==> src/rtl/psum_pkg.sv <==
// Shared types for the psum GLB write-back path: default widths, the
// buffered entry layout and the controller state encoding.
package psum_pkg;

    localparam int PSUM_DATA_W = 16;
    localparam int PSUM_ADDR_W = 16;

    // One buffered write: target address, (possibly clamped) data, row-end flag.
    typedef struct packed {
        logic [PSUM_ADDR_W-1:0] addr;
        logic [PSUM_DATA_W-1:0] data;
        logic                   last;
    } psum_entry_t;

    localparam int PSUM_ENTRY_W = $bits(psum_entry_t);

    typedef enum logic [1:0] {
        ST_IDLE   = 2'd0,
        ST_ACTIVE = 2'd1,
        ST_FLUSH  = 2'd2,
        ST_DONE   = 2'd3
    } psum_state_t;

endpackage

==> src/rtl/psum_wb_fifo.sv <==
// Synchronous show-ahead FIFO: the head entry is visible on rdata_o whenever
// count_o is non-zero. Pushes into a full FIFO and pops from an empty one are
// ignored, so the owner may drive push_i/pop_i from raw handshakes.
module psum_wb_fifo #(
    parameter int W     = 33,
    parameter int DEPTH = 8
) (
    input  logic                     clk_i,
    input  logic                     rst_i,
    input  logic                     push_i,
    input  logic [W-1:0]             wdata_i,
    input  logic                     pop_i,
    output logic [W-1:0]             rdata_o,
    output logic [$clog2(DEPTH):0]   count_o
);

    localparam int AW = $clog2(DEPTH);
    localparam int CW = AW + 1;

    logic [W-1:0]  mem_q [DEPTH];
    logic [AW-1:0] wr_ptr_q, wr_ptr_d;
    logic [AW-1:0] rd_ptr_q, rd_ptr_d;
    logic [CW-1:0] count_q, count_d;
    logic          do_push, do_pop;

    // Qualify handshakes against fill level and compute next pointers/count.
    always_comb begin
        do_push  = push_i && (count_q != CW'(DEPTH));
        do_pop   = pop_i && (count_q != '0);
        wr_ptr_d = wr_ptr_q;
        rd_ptr_d = rd_ptr_q;
        count_d  = count_q;
        if (do_push) begin
            wr_ptr_d = wr_ptr_q + AW'(1);
        end
        if (do_pop) begin
            rd_ptr_d = rd_ptr_q + AW'(1);
        end
        if (do_push && !do_pop) begin
            count_d = count_q + CW'(1);
        end else if (!do_push && do_pop) begin
            count_d = count_q - CW'(1);
        end
    end

    // Pointer and fill-level registers; pointers wrap naturally (DEPTH is 2^n).
    always_ff @(posedge clk_i) begin
        if (rst_i) begin
            wr_ptr_q <= '0;
            rd_ptr_q <= '0;
            count_q  <= '0;
        end else begin
            wr_ptr_q <= wr_ptr_d;
            rd_ptr_q <= rd_ptr_d;
            count_q  <= count_d;
        end
    end

    // Storage array; contents need no reset because count gates visibility.
    always_ff @(posedge clk_i) begin
        if (do_push && !rst_i) begin
            mem_q[wr_ptr_q] <= wdata_i;
        end
    end

    assign rdata_o = mem_q[rd_ptr_q];
    assign count_o = count_q;

endmodule

==> src/rtl/psum_glb_writer.sv <==
// Buffers finished partial sums from the psum controller and writes them to
// the GLB. Applies optional ReLU on accept, counts output rows to flag each
// completed feature map, and supports a flush/drain handshake.
//
// Handshakes: upstream word transfers when psum_valid && in_ready at a rising
// edge; a GLB write transfers when glb_wr_en && glb_grant at a rising edge.
// While a request is pending and not granted, glb_wr_en/glb_addr/glb_wdata
// hold their values.
module psum_glb_writer
    import psum_pkg::*;
#(
    parameter int DATA_W       = PSUM_DATA_W,
    parameter int ADDR_W       = PSUM_ADDR_W,
    parameter int DEPTH        = 8,
    parameter int ROWS_PER_MAP = 5
) (
    input  logic                                clk,
    input  logic                                rst,
    input  logic                                psum_valid,
    input  logic [DATA_W-1:0]                   psum_data,
    input  logic [ADDR_W-1:0]                   psum_addr,
    input  logic                                psum_last,
    output logic                                in_ready,
    input  logic                                relu_en,
    input  logic                                flush,
    output logic                                glb_wr_en,
    output logic [ADDR_W-1:0]                   glb_addr,
    output logic [DATA_W-1:0]                   glb_wdata,
    input  logic                                glb_grant,
    output logic                                map_done,
    output logic                                flush_done,
    output logic [$clog2(DEPTH):0]              occupancy,
    output psum_state_t                         dbg_state,
    output logic [$clog2(ROWS_PER_MAP+1)-1:0]   dbg_row_cnt
);

    // DATA_W/ADDR_W are expected to match the package entry layout widths.
    localparam int CW = $clog2(DEPTH) + 1;
    localparam int RW = $clog2(ROWS_PER_MAP + 1);

    psum_state_t   state_q, state_d;
    logic [RW-1:0] row_cnt_q, row_cnt_d;
    logic          map_done_q, map_done_d;
    logic          flush_done_q, flush_done_d;

    logic [CW-1:0] occ;
    psum_entry_t   entry_in;
    psum_entry_t   head;
    logic          push, pop;

    // Accept side: ReLU clamp and packing of the new entry.
    always_comb begin
        entry_in      = '0;
        entry_in.addr = psum_addr;
        entry_in.data = (relu_en && psum_data[DATA_W-1]) ? '0 : psum_data;
        entry_in.last = psum_last;
    end

    assign in_ready = (occ != CW'(DEPTH)) && (state_q != ST_FLUSH) && (state_q != ST_DONE);
    assign push     = psum_valid && in_ready;

    // Write side: requests come straight from registered fill level and head
    // entry; reset suppresses any write in the reset cycle.
    assign glb_wr_en = (occ != '0) && !rst;
    assign glb_addr  = glb_wr_en ? head.addr : '0;
    assign glb_wdata = glb_wr_en ? head.data : '0;
    assign pop       = glb_wr_en && glb_grant;

    psum_wb_fifo #(
        .W     (PSUM_ENTRY_W),
        .DEPTH (DEPTH)
    ) u_fifo (
        .clk_i   (clk),
        .rst_i   (rst),
        .push_i  (push),
        .wdata_i (entry_in),
        .pop_i   (pop),
        .rdata_o (head),
        .count_o (occ)
    );

    // Row counter: advances on each written row end, wraps per map; cleared
    // when a flush completes so the next map starts from row 0.
    always_comb begin
        row_cnt_d  = row_cnt_q;
        map_done_d = 1'b0;
        if (state_q == ST_DONE) begin
            row_cnt_d = '0;
        end else if (pop && head.last) begin
            if (row_cnt_q == RW'(ROWS_PER_MAP - 1)) begin
                row_cnt_d  = '0;
                map_done_d = 1'b1;
            end else begin
                row_cnt_d = row_cnt_q + RW'(1);
            end
        end
    end

    // Controller next state: tracks empty/non-empty and sequences the flush.
    always_comb begin
        state_d      = state_q;
        flush_done_d = 1'b0;
        case (state_q)
            ST_IDLE: begin
                if (flush) begin
                    state_d = ST_FLUSH;
                end else if (push) begin
                    state_d = ST_ACTIVE;
                end
            end
            ST_ACTIVE: begin
                if (flush) begin
                    state_d = ST_FLUSH;
                end else if ((occ == CW'(1)) && pop && !push) begin
                    state_d = ST_IDLE;
                end
            end
            ST_FLUSH: begin
                if (occ == '0) begin
                    state_d      = ST_DONE;
                    flush_done_d = 1'b1;
                end
            end
            ST_DONE: begin
                if (!flush) begin
                    state_d = ST_IDLE;
                end
            end
            default: begin
                state_d = ST_IDLE;
            end
        endcase
    end

    // Controller, row counter and pulse registers.
    always_ff @(posedge clk) begin
        if (rst) begin
            state_q      <= ST_IDLE;
            row_cnt_q    <= '0;
            map_done_q   <= 1'b0;
            flush_done_q <= 1'b0;
        end else begin
            state_q      <= state_d;
            row_cnt_q    <= row_cnt_d;
            map_done_q   <= map_done_d;
            flush_done_q <= flush_done_d;
        end
    end

    assign map_done    = map_done_q;
    assign flush_done  = flush_done_q;
    assign occupancy   = occ;
    assign dbg_state   = state_q;
    assign dbg_row_cnt = row_cnt_q;

endmodule

==> config.mk <==
export PLATFORM = sky130hd
export DESIGN_NAME = psum_glb_writer
export DESIGN_NICKNAME = d
export VERILOG_FILES = /design/src/rtl/psum_pkg.sv /design/src/rtl/psum_wb_fifo.sv /design/src/rtl/psum_glb_writer.sv
export SDC_FILE = /design/constraint.sdc
export NUM_CORES = 1
export LEC_CHECK = 0
export ABC_AREA = 1
export CAP_MARGIN = 20
export CELL_PAD_IN_SITES_DETAIL_PLACEMENT = 1
export CELL_PAD_IN_SITES_GLOBAL_PLACEMENT = 1
export CORE_UTILIZATION = 25
export CTS_CLUSTER_SIZE = 40
export DETAILED_ROUTE_END_ITERATION = 12
export GPL_TIMING_DRIVEN = 0
export PLACE_DENSITY = 0.54
export SLEW_MARGIN = 20
export SYNTH_ARGS = -nofsm -noshare
export SYNTH_HDL_FRONTEND = slang
export SYNTH_SLANG_ARGS = --single-unit
==> constraint.sdc <==
create_clock -name clk -period 6.6 [get_ports clk]
set_input_delay 0.99 -clock clk [delete_from_list [all_inputs] [get_ports clk]]
set_output_delay 0.99 -clock clk [all_outputs]
set_load 0.02 [all_outputs]
Word level (Yosys, flattened, before mapping)
Memories as Yosys holds them, arrays and structs flattened. A register that Yosys moved wholly into a read port is not among the register bits.
Index checks and enable logic that the tools add are counted.
{"block": "totals", "regBits": 17, "ram_bits": 264, "output_inout_bits": 45, "word_cells": 72, "n_memories": 1}
{"name": "u_fifo.mem_q", "words": 8, "word_bits": 33, "read_ports": 1, "rd_ports_with_merged_regs": 1, "write_ports": 1, "line": "psum_wb_fifo.sv:20", "text": "logic [W-1:0] mem_q [DEPTH];"}
{"block": "classes", "add_sub_neg": 5, "eq_ne": 12, "muxes": 19, "n_bitwise": 2, "reduce_logical": 26}
{"cell": "two-way mux 16 bit", "n": 3}
{"cell": "logical AND 1 bit", "n": 14}
{"cell": "two-way mux 2 bit", "n": 6}
{"cell": "adder 3 x 1 -> 3 bit, second input constant", "n": 3}
{"cell": "two-way mux 3 bit", "n": 3}
{"cell": "two-way mux 4 bit", "n": 2}
{"cell": "inequality test 2 bit, second input constant", "n": 4}
{"cell": "one-hot mux 2 bit (4 select lines)", "n": 1}
{"cell": "inequality test 3 bit, second input constant", "n": 2}
{"cell": "adder 4 x 1 -> 4 bit, second input constant", "n": 1}
{"cell": "== test 2 bit, second input constant", "n": 2}
{"cell": "== test 4 x 1 -> 1 bit, second input constant", "n": 1}
{"cell": "zero test 1 bit", "n": 4}
{"cell": "zero test 4 bit", "n": 1}
{"cell": "two-way mux 1 bit", "n": 4}
{"cell": "inequality test 4 bit, second input constant", "n": 1}
{"cell": "AND reduction 4 bit", "n": 1}
{"cell": "nonzero test 4 bit", "n": 1}
{"cell": "OR reduction 2 bit", "n": 2}
{"cell": "subtractor 4 x 1 -> 4 bit, second input constant", "n": 1}
{"cell": "== test 3 bit, second input constant", "n": 1}
{"cell": "OR reduction 3 bit", "n": 1}
{"cell": "== test 2 x 1 -> 1 bit, second input constant", "n": 1}
{"cell": "zero test 2 bit", "n": 1}
{"cell": "other kinds (2)", "n": 3}

Depth between registers and ports, before layout
{"block": "depth", "word_depth": 9, "depth_mapped": 13, "ltp_nobuf": 12}

By module
From an unflattened synthesis, not the netlist that was laid out.
{"block": "hier_totals", "hier_cells": 1145, "hier_area_um2": 12042.8}
{"mod": "psum_wb_fifo", "n_inst": 1, "cells_per_inst": 974, "area_each_um2": 11185.7, "seq_area_each_um2": 8187.9}
{"mod": "psum_glb_writer", "n_inst": 1, "cells_per_inst": 171, "area_each_um2": 857.1, "seq_area_each_um2": 140.1}

Least setup slack after synthesis
Ideal clock, no wire load.
{"block": "synth_path", "kind": "in2reg", "startpoint": "input port psum_valid", "endpoint": "memory u_fifo.mem_q[6][0] (enable)", "setup_ns": 0.465, "arrival_ns": 3.694, "required_time_ns": 6.135, "slack_ns": 2.441, "path_stages": 4, "path_cell_list": "nand3_1 > inv_1 > nand2_1 > nor3_1"}
{"block": "synth_between", "elab_chain_len": 5}
{"item": "from (decl)", "line": "psum_glb_writer.sv:19", "text": "input logic psum_valid,"}
{"item": "logical AND 1 bit", "line": "psum_glb_writer.sv:60", "text": "assign push = psum_valid && in_ready;"}
{"item": "logical AND 1 bit", "line": "psum_wb_fifo.sv:28", "text": "do_push = push_i && (count_q != CW'(DEPTH));"}
{"item": "named net u_fifo.do_push", "line": "psum_wb_fifo.sv:24", "text": "logic do_push, do_pop;"}
{"item": "logical AND 1 bit", "line": "psum_wb_fifo.sv:61", "text": "if (do_push && !rst_i) begin"}
{"item": "two-way mux 1 bit", "line": "psum_wb_fifo.sv:61"}
{"item": "two-way mux 1 bit (implied by the code)", "line": "psum_wb_fifo.sv:62", "text": "mem_q[wr_ptr_q] <= wdata_i;"}
{"item": "to (decl)", "line": "psum_wb_fifo.sv:20"}
The timed path passes the listed nets, and every way through them passes these cells.

Worst setup path after layout
{"block": "layout_path", "startpoint": "register u_fifo.count_q[0], in the netlist u_fifo.count_o[0]", "endpoint": "output port glb_wdata[0]"}
{"block": "layout_between", "elab_chain_len": 3}
{"item": "from (decl)", "line": "psum_wb_fifo.sv:23", "text": "logic [CW-1:0] count_q, count_d;"}
{"item": "from (signal assigned)", "line": "psum_wb_fifo.sv:55", "text": "count_q <= count_d;"}
{"item": "nonzero test 4 bit", "line": "psum_glb_writer.sv:64", "text": "assign glb_wr_en = (occ != '0) && !rst;"}
{"item": "logical AND 1 bit", "line": "psum_glb_writer.sv:64"}
{"item": "two-way mux 16 bit", "line": "psum_glb_writer.sv:66", "text": "assign glb_wdata = glb_wr_en ? head.data : '0;"}
{"item": "to (decl)", "line": "psum_glb_writer.sv:28", "text": "output logic [DATA_W-1:0] glb_wdata,"}
No other way between the ends.

==> impl_metrics.env <==
export IMPL_clock_sinks=284
export IMPL_hp_start="u_fifo.rd_ptr_q[2]$_SDFFE_PP0P_"
export IMPL_antenna_found_initial=0
export IMPL_drc=0
export IMPL_worstSetupStartpoint="u_fifo.count_o[0]$_SDFFE_PP0P_"
export IMPL_grt_use_total=0.143
export IMPL_tightest_slew_ns=0.906
export IMPL_wl_um=33500
export IMPL_cp_slowest_stage_delay_ns=0.64
export IMPL_crit_arrival_ns=3.47
export IMPL_worstSetupEndpoint="glb_wdata[0]"
export IMPL_clk_pin_slew_ns=0.07
export IMPL_port_buffers=82
export IMPL_grt_overflow=0
export IMPL_drv_cap=0
export IMPL_timing_final_crit_share=0.676
export IMPL_die_area_um2=47500
export IMPL_num_io_pins=84
export IMPL_cp_max_fo=10
export IMPL_syn_avg_cell_area_um2=12.0
export IMPL_hpwl_um=22800
export IMPL_ir_drop_v=0.000205
export IMPL_r2r_end="u_fifo.mem_q[2][5]$_DFFE_PP_"
export IMPL_routedWlPerCell_um=19.3
export IMPL_status="finished clean"
export IMPL_fp_row_count=78
export IMPL_synth_top_cell_area_share=0.680
export IMPL_relSlewSlack=0.393
export IMPL_rsz0062_at_grt="false"
export IMPL_vias_per_cell=4.45
export IMPL_post_route_min_period_ns=4.46
export IMPL_drive_gt1_frac=0.118
export IMPL_cts_resized=0
export IMPL_final_core_util=0.320
export IMPL_num_vias=7717
export IMPL_ys_types=30
export IMPL_drtPass1Iterations=4
export IMPL_clock_root_buffer="clkbuf_16"
export IMPL_die_x_um=218
export IMPL_grt_pass1_wl_um=51500
export IMPL_cts_buffer_depth=3
export IMPL_synth_warnings=0
export IMPL_area_growth_syn_to_layout_pct=25.1
export IMPL_nets=1159
export IMPL_rr_worst_depth=11
export IMPL_cts_buffers=31
export IMPL_initial_core_util=0.255
export IMPL_worstReg2RegStart="u_fifo.count_o[0]$_SDFFE_PP0P_"
export IMPL_max_freq_mhz=224
export IMPL_worstPathRequired_ns=5.61
export IMPL_layout_commonest_cell="nor2_1"
export IMPL_powerDensity_nw_per_um2=353
export IMPL_grt_pass1_vias=8416
export IMPL_gp_congestion=0.725
export IMPL_post_synth_top_area_cell="edfxtp_1"
export IMPL_first_iter_violations=418
export IMPL_cts_tree="done"
export IMPL_final_cell_mix="nor2_1 (287), edfxtp_1 (264), o21ai_0 (157), clkdlybuf4s50_1 (82), inv_1 (53)"
export IMPL_ys_seq_area_frac=0.714
export IMPL_hold_viol_final=0
export IMPL_syn_inst=972
export IMPL_start_kind="register"
export IMPL_synth_seq_cells=284
export IMPL_critPathCaptureType="output pin"
export IMPL_clk_latency_ns=0.57
export IMPL_p_leak_nw=5.01
export IMPL_core_um2=45700
export IMPL_placed_area_um2=13500
export IMPL_skew_ns=0.0292
export IMPL_cts_setup_buffers=0
export IMPL_synth_area_leaders="edfxtp_1 (68%), nor2_1 (9.3%), o21ai_0 (6.7%)"
export IMPL_die_h_um=218
export IMPL_cp_slowest_cell="clkdlybuf4s50_1"
export IMPL_antenna_cells=0
export IMPL_antenna_left=0
export IMPL_final_cell_area_um2=14600
export IMPL_crit_type="register to output pin"
export IMPL_report_final_slew_viol_count=0
export IMPL_setup_violations=0
export IMPL_synth_fp_nets=1019
export IMPL_htree_levels=1
export IMPL_rrSetupSlack_ns=3.22
export IMPL_hold_class="register to register"
export IMPL_grt_max_degree=20
export IMPL_path_cells="inv_1 -> ha_1 -> nand2_1 -> nand2_1 -> inv_1 -> clkbuf_1 -> o21ai_0 -> nor2_1 -> clkdlybuf4s50_1"
export IMPL_cts_hold_buf=0
export IMPL_syn_area_um2=11700
## logic make-up after synthesis
family | share of synthesized area
simple gates | 0.115
flops | 0.714
compound gates | 0.117
buf+inv | 0.0438
fa+ha+maj | 0.00858
xor+xnor | 0.00150
## per-layer routing
layer	wire length, um	share of wire	vias up	track usage
met3	1090	0.033	40	0.0198
met5	0	0	-	0
met4	561	0.017	0	0.0324
met2	16100	0.48	113	0.246
li1	-	-	3711	-
met1	15700	0.47	3853	0.190
## power by group
part / switching [mW] / leakage [nW] / internal, mW
clock network: 0.717 / 0.528 / 1.06
registers: 0.0430 / 2.56 / 2.05
logic: 0.811 / 1.93 / 0.469
## sequential cells by signal, summed over array words and instances, names as in the netlist, named ones only
signal and count:
flush_done 1, u_fifo.wr_ptr_q 3, u_fifo.count_o 4, u_fifo.rd_ptr_q 3, dbg_row_cnt 3, map_done 1, dbg_state 2, u_fifo.mem_q 264
## cell type report
class                           instances  area [um2]
Fill cell                            5020       31100
Sequential cell                       284        8330
Multi-Input combinational cell        576        2880
Timing Repair Buffer                  107        1070
Clock buffer                           45         975
Tap cell                              600         751
Buffer                                 57         304
Inverter                               55         206
Clock inverter                         11        86.3
## per-stage QoR
stage | total power [mW] | hold slack [ns] | instances | worst slack (ns) | TNS (ns)
after floorplan | 2.87 | 0.433 | 972 | 2.44 | 0
after global placement | 3.41 | 0.450 | 1654 | -0.626 | -66.66
after detailed placement | 3.45 | 0.465 | 1679 | 2.27 | 0
after CTS | 5.24 | 0.475 | 1735 | 1.97 | 0
after global routing | 5.43 | 0.489 | 1735 | 1.75 | 0
final | 5.16 | 0.475 | 1735 | 2.14 | 0
## cell usage after synthesis (all sizes together)
| cell | count |
|---|---|
| nand3b | 1 |
| nor3 | 7 |
| or2 | 1 |
| nand4 | 2 |
| buf | 31 |
| nor2 | 290 |
| o211ai | 1 |
| a31oi | 1 |
| ha | 8 |
| o22ai | 4 |
| clkbuf | 26 |
| nand3 | 13 |
| edfxtp | 264 |
| o21ai | 171 |
| a21oi | 9 |
| nand2 | 32 |
| dfxtp | 20 |
| o21a | 2 |
| inv | 55 |
| o32ai | 32 |
| xnor2 | 2 |
## worst max-delay path: cells and delay by family, from the launching register on
family / cells / cell delay (ns)
AND/OR/NAND/NOR: 3 / 0.49
flip-flops: 1 / 0.45
adder cells (fa/ha/maj): 1 / 0.24
AO/OA/AOI/OAI: 1 / 0.18
buffers and inverters: 4 / 1.51
## worst min-delay path by stage
stage                     cells past startpoint                              end  slack [ns]
after detailed placement                      2  u_fifo.rd_ptr_q[2]$_SDFFE_PP0P_        0.46
after CTS                                     2  u_fifo.rd_ptr_q[2]$_SDFFE_PP0P_        0.48
final                                         2                         register        0.47
after global placement                        2  u_fifo.rd_ptr_q[2]$_SDFFE_PP0P_        0.45
after floorplan                               2                         register        0.43
after global routing                          2  u_fifo.rd_ptr_q[2]$_SDFFE_PP0P_        0.49
Power figures use the tool's default switching activity.
